### src/rtl/counter_seq_ctrl_if.sv
// Config/start handshake and counter status bundle shared by the sequencer and its master.
// The master drives configuration and run control; the sequencer drives count and status.
interface counter_seq_ctrl_if #(
    parameter int WIDTH      = 8,
    parameter int PRESCALE_W = 4
);
    logic                  cfg_valid;
    logic                  cfg_ready;
    logic [WIDTH-1:0]      cfg_limit;
    logic                  cfg_mode;
    logic [PRESCALE_W-1:0] cfg_prescale;
    logic                  start;
    logic                  stop;
    logic [WIDTH-1:0]      count;
    logic                  busy;
    logic                  tc_pulse;
    logic                  done;

    modport master (
        output cfg_valid, cfg_limit, cfg_mode, cfg_prescale, start, stop,
        input  cfg_ready, count, busy, tc_pulse, done
    );

    modport slave (
        input  cfg_valid, cfg_limit, cfg_mode, cfg_prescale, start, stop,
        output cfg_ready, count, busy, tc_pulse, done
    );
endinterface

### src/rtl/counter_seq_ctrl.sv
// Counter sequencer: owns the count register, divides increments with a prescaler and
// stops (one-shot) or wraps (periodic) at a programmed terminal count.
module counter_seq_ctrl #(
    parameter int WIDTH      = 8,
    parameter int PRESCALE_W = 4
) (
    input  logic                    clk,
    input  logic                    reset,
    counter_seq_ctrl_if.slave       bus
);

    typedef enum logic [1:0] {
        ST_IDLE  = 2'd0,
        ST_ARMED = 2'd1,
        ST_RUN   = 2'd2,
        ST_DONE  = 2'd3
    } state_t;

    localparam logic [WIDTH-1:0]      CNT_ZERO = {WIDTH{1'b0}};
    localparam logic [WIDTH-1:0]      CNT_ONE  = {{(WIDTH-1){1'b0}}, 1'b1};
    localparam logic [PRESCALE_W-1:0] PRE_ZERO = {PRESCALE_W{1'b0}};
    localparam logic [PRESCALE_W-1:0] PRE_ONE  = {{(PRESCALE_W-1){1'b0}}, 1'b1};

    state_t                state_q,  state_d;
    logic [WIDTH-1:0]      count_q,  count_d;
    logic [PRESCALE_W-1:0] pre_q,    pre_d;
    logic [WIDTH-1:0]      limit_q,  limit_d;
    logic                  mode_q,   mode_d;
    logic [PRESCALE_W-1:0] presc_q,  presc_d;
    logic                  tc_q,     tc_d;
    logic                  busy_q,   busy_d;
    logic                  done_q,   done_d;

    logic cfg_ready_s;
    logic cfg_fire_s;
    logic tick_s;

    assign cfg_ready_s = (state_q != ST_RUN);
    assign cfg_fire_s  = bus.cfg_valid & cfg_ready_s;
    assign tick_s      = (pre_q == presc_q);

    // Next-state and datapath decisions for the sequencer
    always_comb begin
        state_d = state_q;
        count_d = count_q;
        pre_d   = pre_q;
        limit_d = limit_q;
        mode_d  = mode_q;
        presc_d = presc_q;
        tc_d    = 1'b0;

        case (state_q)
            ST_IDLE: begin
                if (cfg_fire_s) begin
                    limit_d = bus.cfg_limit;
                    mode_d  = bus.cfg_mode;
                    presc_d = bus.cfg_prescale;
                    state_d = ST_ARMED;
                end else begin
                    state_d = ST_IDLE;
                end
            end
            // A config transfer always wins over a same-cycle start
            ST_ARMED, ST_DONE: begin
                if (cfg_fire_s) begin
                    limit_d = bus.cfg_limit;
                    mode_d  = bus.cfg_mode;
                    presc_d = bus.cfg_prescale;
                    state_d = ST_ARMED;
                end else if (bus.start) begin
                    count_d = CNT_ZERO;
                    pre_d   = PRE_ZERO;
                    state_d = ST_RUN;
                end else begin
                    state_d = state_q;
                end
            end
            ST_RUN: begin
                if (bus.stop) begin
                    state_d = ST_ARMED;
                end else if (tick_s) begin
                    pre_d = PRE_ZERO;
                    if (count_q != limit_q) begin
                        count_d = count_q + CNT_ONE;
                    end else begin
                        tc_d = 1'b1;
                        if (mode_q) begin
                            count_d = CNT_ZERO;
                        end else begin
                            state_d = ST_DONE;
                        end
                    end
                end else begin
                    pre_d = pre_q + PRE_ONE;
                end
            end
            default: begin
                state_d = ST_IDLE;
            end
        endcase

        busy_d = (state_d == ST_RUN);
        done_d = (state_d == ST_DONE);
    end

    // State, datapath and registered status outputs
    always_ff @(posedge clk or posedge reset) begin
        if (reset) begin
            state_q <= ST_IDLE;
            count_q <= CNT_ZERO;
            pre_q   <= PRE_ZERO;
            limit_q <= CNT_ZERO;
            mode_q  <= 1'b0;
            presc_q <= PRE_ZERO;
            tc_q    <= 1'b0;
            busy_q  <= 1'b0;
            done_q  <= 1'b0;
        end else begin
            state_q <= state_d;
            count_q <= count_d;
            pre_q   <= pre_d;
            limit_q <= limit_d;
            mode_q  <= mode_d;
            presc_q <= presc_d;
            tc_q    <= tc_d;
            busy_q  <= busy_d;
            done_q  <= done_d;
        end
    end

    assign bus.cfg_ready = cfg_ready_s;
    assign bus.count     = count_q;
    assign bus.busy      = busy_q;
    assign bus.tc_pulse  = tc_q;
    assign bus.done      = done_q;

endmodule

### src/flat_wrapper.sv
// flat-port wrapper written by rule: the top's interface ports become plain ports
module counter_seq_ctrl_flat 
#(
    parameter int WIDTH      = 8,
    parameter int PRESCALE_W = 4
)
  (clk, reset, bus_cfg_valid, bus_cfg_limit, bus_cfg_mode, bus_cfg_prescale, bus_start, bus_stop, bus_cfg_ready, bus_count, bus_busy, bus_tc_pulse, bus_done);
  counter_seq_ctrl_if #(.WIDTH(WIDTH), .PRESCALE_W(PRESCALE_W)) bus_i ();
  input  logic clk;
  input  logic reset;
  input wire logic [$bits(bus_i.cfg_valid)-1:0] bus_cfg_valid;
  input wire logic [$bits(bus_i.cfg_limit)-1:0] bus_cfg_limit;
  input wire logic [$bits(bus_i.cfg_mode)-1:0] bus_cfg_mode;
  input wire logic [$bits(bus_i.cfg_prescale)-1:0] bus_cfg_prescale;
  input wire logic [$bits(bus_i.start)-1:0] bus_start;
  input wire logic [$bits(bus_i.stop)-1:0] bus_stop;
  output wire logic [$bits(bus_i.cfg_ready)-1:0] bus_cfg_ready;
  output wire logic [$bits(bus_i.count)-1:0] bus_count;
  output wire logic [$bits(bus_i.busy)-1:0] bus_busy;
  output wire logic [$bits(bus_i.tc_pulse)-1:0] bus_tc_pulse;
  output wire logic [$bits(bus_i.done)-1:0] bus_done;
  assign bus_i.cfg_valid = bus_cfg_valid;
  assign bus_i.cfg_limit = bus_cfg_limit;
  assign bus_i.cfg_mode = bus_cfg_mode;
  assign bus_i.cfg_prescale = bus_cfg_prescale;
  assign bus_i.start = bus_start;
  assign bus_i.stop = bus_stop;
  assign bus_cfg_ready = bus_i.cfg_ready;
  assign bus_count = bus_i.count;
  assign bus_busy = bus_i.busy;
  assign bus_tc_pulse = bus_i.tc_pulse;
  assign bus_done = bus_i.done;
  counter_seq_ctrl #(.WIDTH(WIDTH), .PRESCALE_W(PRESCALE_W)) u_core (.clk(clk), .reset(reset), .bus(bus_i));
endmodule
### config.mk
export PLATFORM = sky130hd
export DESIGN_NAME = counter_seq_ctrl_flat
export DESIGN_NICKNAME = d
export VERILOG_FILES = /design/src/rtl/counter_seq_ctrl_if.sv /design/src/rtl/counter_seq_ctrl.sv /design/src/flat_wrapper.sv
export SDC_FILE = /design/constraint.sdc
export NUM_CORES = 1
export LEC_CHECK = 0
export CORE_ASPECT_RATIO = 1.4
export CORE_MARGIN = 8
export CORE_UTILIZATION = 35
export CTS_CLUSTER_DIAMETER = 100
export DETAILED_ROUTE_END_ITERATION = 12
export DONT_BUFFER_PORTS = 1
export HOLD_SLACK_MARGIN = 0.03
export PLACE_DENSITY = 0.55
export SLEW_MARGIN = 15
export SYNTH_ARGS = -nofsm -noshare
export SYNTH_HDL_FRONTEND = slang
export SYNTH_SLANG_ARGS = --single-unit
### constraint.sdc
create_clock -name clk -period 2.34 [get_ports clk]
set_clock_uncertainty 0.1 [all_clocks]
set_input_delay 0.468 -clock clk [delete_from_list [all_inputs] [get_ports clk]]
set_output_delay 0.468 -clock clk [all_outputs]
set_load 0.03 [all_outputs]
==> flow_summary.toml, run 1 <==
[setup_path]
path_cells = "xor2_1 > nor4_2 > and2_1 > a211o_1 > a221o_1"
critical_path.top_delay_family = "simple AND/OR/NAND/NOR gates"
arrival_ps = 2110
ff2ff_setup_slack_ps = 330
ff2ff_path_depth = 5
worstSetupPathType = "reg -> reg"
max_stage_delay_ps = 440
cp.depth = 5
cp-end-kind = "flip-flop"
cp_max_fo = 7
path_buf_inv = 0
timing.rr.end = "u_core.bus.count[7]"
critPathSlowestCell = "nor4_2"
start_kind = "flip-flop"
worstPathRequired_ps = 2440
r2r-start = "u_core.bus.count[0]"

[clocking]
root_buffer = "clkbuf_8"
clock_path_buffers = 2
cts_max_level = 2
worst_skew_pair.late_latency_ps = 280
postCtsSetupRepairBufs = 0
post_cts_resized = 0
cts_tree = "yes"
hold_buffers = 0
clkSlewWorstSetupHoldPaths_ps = 60
cts_buffers = 5
cts_sinks = 30

[route]
drt-wirelength-per-cell_um = 17.4
post-route-drc-count = 0
wl_mm = 3.32
route.vias.total = 1052
dr.pass1.iters = 4
drtIter0Drc = 43
final_antenna_net_count = 0
avgViaCountPerCell = 5.51

[global_routing]
antenna_found_initial = 0
grt_pass1_wl_mm = 5.73
overflow = 0
grt_pass1_vias = 1140
grt_max_degree = 31
grt_use_total = 0.114

[power]
power_frac_seq = 0.472
pwr-share-comb = 0.130
vdd.ir_drop.worst_mv = 0.346
p_per_area_nw_per_um2 = 762
leakage_nw = 0.811
clkPwrFrac = 0.398
power.net_switching_mw = 0.330
sw_frac_of_total = 0.250
cell_internal_pwr_mw = 0.989

[finish]
num_antenna_cells = 0
fillers = 407
finalInstanceArea_um2 = 1730
drive_gt1_frac = 0.164
seqCellArea_um2 = 751
nets = 166
area_growth_pct = 17.0
multi_input_area_um2 = 703

[logic_synthesis]
yosys.area.top_type = "dfrtp_1"
syn_nets = 149
synth.top_cell.area_share = 0.507
syn_inst = 129
synth_seq_cells = 30
netlist_area_um2 = 1480
avgSynthCellArea_um2 = 11.5
yosysUniqueCellTypes = 33
yosys_warnings = 0
yosysSeqAreaShare = 0.507
synth.area.top_cells = "dfrtp_1 (51%), mux2_1 (9.9%), xor2_1 (4.7%)"

[sta]
holdWs_ps = 52.7
slew_headroom = 0.621
finalHoldViolCount = 0
slew_viol_final = 0
worst_slew_pin_slew_ps = 567
setup_viol = 0
min_period_ps = 2010
rsz0062_at_grt = "no"
period_share = 0.859
fmax_ghz = 0.498
final.setup.tns_ps = 0

[die]
die_y_um = 92.9
core_um2 = 4130
rows = 28
ioPinCount = 30
die_area_um2 = 6600
die_w_um = 71.0
start_util = 0.358

[place]
port_buffers = 0
routabilityCongestion = 0.819
post_dp_cell_area_um2 = 1620
dp_hpwl_mm = 2.61

[hold_path]
hp-class = "in -> async"

[outcome]
status = "finished, final reports clean"

[job]
cap_violations = 0
## cell type report
class                           instances  share of cell area
Sequential cell                        30               0.434
Multi-Input combinational cell         93               0.406
Timing Repair Buffer                   13              0.0564
Clock buffer                            6              0.0477
Tap cell                               45              0.0325
Clock inverter                          1              0.0173
Inverter                                3             0.00650
## logic make-up after synthesis
kind of cell	count (synthesis)	share of synthesized area
AND/OR/NAND/NOR	42	0.161
flip-flops	30	0.507
AO/OA/AOI/OAI	22	0.113
multiplexers	15	0.113
XOR/XNOR	12	0.0710
buffers and inverters	6	0.0177
adder cells (fa/ha/maj)	2	0.0169
## power by group through the flow
stage                     combinational (mW)  sequential (mW)  clock (mW)
after floorplan                        0.134            0.624           0
after global placement                 0.171            0.632           0
after detailed placement               0.175            0.633           0
after CTS                              0.174            0.624       0.541
after global routing                   0.193            0.632       0.567
final                                  0.172            0.623       0.524
## metal layers
metal	track usage	vias to the layer above	routed length [um]
met5	0	-	0
met4	0.0540	0	79
met3	0.0486	8	291
met2	0.191	34	1670
met1	0.120	506	1280
li1	-	504	-
## layout by cell type, fill, tap and decap left out, types with 2 or more instances in the layout
master	netlist	final
o21ai_0	2	2
ha_1	2	2
nor2_1	7	7
a221o_1	4	4
nand3_1	5	5
nand4_1	2	2
nor2b_1	2	2
xnor2_1	4	4
nor4_2	2	2
mux2_1	13	13
clkbuf_8	0	6
nor3b_1	2	2
o31ai_1	5	5
a21oi_1	5	5
inv_1	3	3
nor3_1	3	3
dfrtp_1	30	30
and3_1	7	7
xor2_1	8	8
buf_4	0	13
nand2_1	7	7
## cells in the mapped netlist (all sizes together)
master and count:
a21oi 5, xor2 8, a211o 1, nor3 3, o21ai 2, nor2b 2
a31oi 1, nor3b 2, or2 1, nor4 2, ha 2, nor2 7
nand3 5, nand4 2, a221o 4, and3b 1, o31ai 5, dfrtp 30
and2 1, xnor2 4, inv 3, and3 7, nand2b 1, mux2i 1
and4 1, nand2 7, buf 3, a32o 1, a211oi 1, o21ba 1
mux2 14, a22oi 1
## through the flow
| step | setup slack, ps | std cells | utilization | total power [mW] |
|---|---|---|---|---|
| detailed placement | 352 | 184 | 0.392 | 0.808 |
| global route | 202 | 191 | 0.419 | 1.39 |
| finish | 331 | 191 | 0.419 | 1.32 |
| CTS | 339 | 191 | 0.419 | 1.34 |
| global placement | 400 | 184 | 0.392 | 0.803 |
| floorplan | 376 | 129 | - | 0.757 |
## flip-flops by register name (all words and copies together), names as in the netlist
register	count
u_core.bus.tc_pulse	1
u_core.mode_q	1
u_core.pre_q	4
u_core.bus.count	8
u_core.limit_q	8
u_core.state_q	2
u_core.bus.busy	1
u_core.presc_q	4
u_core.bus.done	1
## how the worst max path moves through the flow
| stage | startpoint | end | slack (ps) |
|---|---|---|---|
| after floorplan | u_core.bus.count[5] | u_core.bus.count[1] | 380 |
| after global placement | u_core.pre_q[0] | u_core.bus.count[7] | 400 |
| after detailed placement | u_core.bus.count[6] | u_core.bus.count[7] | 350 |
| after CTS | u_core.bus.count[6] | u_core.bus.count[7] | 340 |
| after global routing | u_core.limit_q[5] | u_core.bus.count[1] | 200 |
| final | u_core.bus.count[0] | u_core.bus.count[7] | 330 |
Power figures use the tool's default switching activity.
==> inputs of run 2 (changes only) <==
--- a/config.mk
+++ b/config.mk
@@ -8,7 +8,7 @@
 export CORE_ASPECT_RATIO = 1.4
 export CORE_MARGIN = 8
 export CORE_UTILIZATION = 35
-export CTS_CLUSTER_DIAMETER = 100
+export CTS_CLUSTER_DIAMETER = 80
 export DETAILED_ROUTE_END_ITERATION = 12
 export DONT_BUFFER_PORTS = 1
 export HOLD_SLACK_MARGIN = 0.03
==> results of run 2 <==
The final DEF is identical to that of run 1; final timing and power are the same.
==> inputs of run 3 (changes only) <==
--- a/config.mk
+++ b/config.mk
@@ -12,7 +12,7 @@
 export DETAILED_ROUTE_END_ITERATION = 12
 export DONT_BUFFER_PORTS = 1
 export HOLD_SLACK_MARGIN = 0.03
-export PLACE_DENSITY = 0.55
+export PLACE_DENSITY = 0.57
 export SLEW_MARGIN = 15
 export SYNTH_ARGS = -nofsm -noshare
 export SYNTH_HDL_FRONTEND = slang
==> constraint.sdc (replaced) <==
create_clock -name clk -period 1.8 [get_ports clk]
set_clock_uncertainty 0.1 [all_clocks]
set_input_delay 0.36 -clock clk [delete_from_list [all_inputs] [get_ports clk]]
set_output_delay 0.36 -clock clk [all_outputs]
set_load 0.03 [all_outputs]
==> run 3 against run 2 <==
Net effect: the flow now finishes with violations (setup timing); register-to-register slack got worse by 440 ps; first-iteration DRC count decreased by 28%; clock power increased by 8.4%; cell count is 11% higher; sequential share of layout area decreased by 4.9 points; global-route usage rose by 0.64 points; flip-flop and latch count unchanged; utilization increased by 6.0 points; sequential power grew 30%; worst hold slack improved by 51 ps; critical endpoint is now u_core.bus.count[2]; highest routed layer unchanged.
==> flow_summary.toml, run 3 (same netlist as run 1, synthesis figures left out) <==
[outcome]
status = "finished with violations"
violations = "setup timing"

[finish]
area_growth_pct = 33.8
mostFrequentLayoutCells = "buf_4 (29), dfrtp_1 (22), mux2_1 (13), xor2_1 (8), dfrtp_2 (8)"
drive_gt1_frac = 0.389
nets = 186
finalInstanceArea_um2 = 1980
num_antenna_cells = 0
final_common_cell = "buf_4"

[die]
start_util = 0.358
die_y_um = 92.9
die_w_um = 71.0
die_area_um2 = 6600
core_um2 = 4130
ioPinCount = 30
rows = 28

[route]
drt-wirelength-per-cell_um = 17.5
avgViaCountPerCell = 5.53
wl_mm = 3.72
post-route-drc-count = 0
final_antenna_net_count = 0
dr.pass1.iters = 4
route.vias.total = 1172
drtIter0Drc = 31

[place]
port_buffers = 0
dp_hpwl_mm = 2.85
place_ws_ps = -140
post_dp_cell_area_um2 = 1750
routabilityCongestion = 0.838

[sta]
rsz0062_at_grt = "yes"
postLayoutSetupSlackWorst_ps = -106
finalHoldViolCount = 0
slew_headroom = 0.740
min_period_ps = 1910
setup_viol = 6
worst_slew_pin_slew_ps = 390
fmax_ghz = 0.525
period_share = 1.06
slew_viol_final = 0

[setup_path]
critical_path.top_delay_family = "flip-flops"
cp_max_fo = 4
cp_common_cell = "buf_4"
cp-end-kind = "flip-flop"
path_buf_inv = 2
critPathSlowestCell = "dfrtp_2"
path_cells = "xor2_1 > nor4_2 > buf_4 > a211oi_4 > buf_4 > a221o_1"
max_stage_delay_ps = 410
start_kind = "flip-flop"
arrival_ps = 1970
worstPathRequired_ps = 1860
worstSetupPathType = "reg -> reg"

[global_routing]
grt_max_degree = 31
grt_pass1_wl_mm = 6.20
grt_pass1_vias = 1272
overflow = 0
grt_use_total = 0.120
met3_usage = 0.0530
antenna_found_initial = 0
gr-usage-met2 = 0.216
use_met1 = 0.121
busiest_layer = "met2"

[power]
leakage_nw = 0.914
pwr-share-comb = 0.197
power.net_switching_mw = 0.491
power_frac_seq = 0.472
cell_internal_pwr_mw = 1.23
vdd.ir_drop.worst_mv = 0.533
p_per_area_nw_per_um2 = 868
clkPwrFrac = 0.331
sw_frac_of_total = 0.286

[clocking]
clkSlewWorstSetupHoldPaths_ps = 70
clock_path_buffers = 2
cts_max_level = 2
cts_buffers = 5
worst_skew_pair.late_latency_ps = 280
cts_tree = "yes"
cts_sinks = 30
root_buffer = "clkbuf_8"

[job]
cap_violations = 0

[hold_path]
hp-class = "in -> reg"
-- run 3: changes by cell type in the layout (fill, tap and decap cells not counted), sizes merged --
cell,delta
bufinv,-1
buf,+19
clkinv,+1
dlygate4sd3,+1
clkinvlp,+1
-- run 3: worst paths after layout --
check                                     from                  end  slack (ps)  cells after the start
max in group asynchronous                reset  u_core.bus.count[4]         800                      3
min in group asynchronous                reset        u_core.mode_q         490                      3
min                        bus_cfg_prescale[3]    u_core.presc_q[3]         100                      1
max reg2reg                u_core.bus.count[6]  u_core.bus.count[2]        -110                      6
min reg2reg                  u_core.limit_q[4]    u_core.limit_q[4]         410                      1
max                        u_core.bus.count[6]  u_core.bus.count[2]        -110                      6
-- run 3: power groups by stage --
stage | registers (mW) | clock network, mW | logic (mW)
after floorplan | 0.811 | 0 | 0.174
after global placement | 0.815 | 0 | 0.280
after detailed placement | 0.819 | 0 | 0.288
after CTS | 0.809 | 0.584 | 0.323
after global routing | 0.821 | 0.612 | 0.374
final | 0.812 | 0.568 | 0.339
-- run 3: what timing repair did --
| action | CTS | global route |
|---|---|---|
| setup endpoints to repair | 7 | 10 |
| pin swaps | 10 | 10 |
| hold buffers | 1 | 0 |
| gates resized for setup | 8 | 8 |
| hold endpoints to repair | 30 | 0 |
| setup buffers | 3 | 3 |
-- run 3: per-layer routing --
layer / vias to the layer above / wire, um
met1: 578 / 1430
met2: 47 / 1910
met3: 7 / 325
met4: 0 / 51
li1: 540 / -
met5: - / 0
-- run 3: worst register-to-register path, cell delays in order (launching register included) --
cell	delay, ps
dfrtp_2	410
xor2_1	150
nor4_2	380
buf_4	220
a211oi_4	90
buf_4	140
a221o_1	290
-- run 3: area by class of cell --
class	count	area [um2]
repair buffers	33	270
clock buffers	6	82.6
well taps	45	56.3
flip-flops and latches	30	761
clock inverters	2	12.5
multi-input cells	93	787
inverters	3	11.3
fillers	395	2150
-- run 3: per-stage QoR --
stage | total power [mW] | utilization | hold slack [ps] | TNS (ps) | instances
after floorplan | 0.986 | - | 350 | -486 | 129
final | 1.72 | 0.479 | 104 | -387 | 212
after global routing | 1.81 | 0.479 | 98.7 | -848 | 212
after CTS | 1.72 | 0.463 | 100 | -280 | 209
after detailed placement | 1.11 | 0.423 | 251 | -589 | 198
after global placement | 1.09 | 0.423 | 247 | -287 | 198
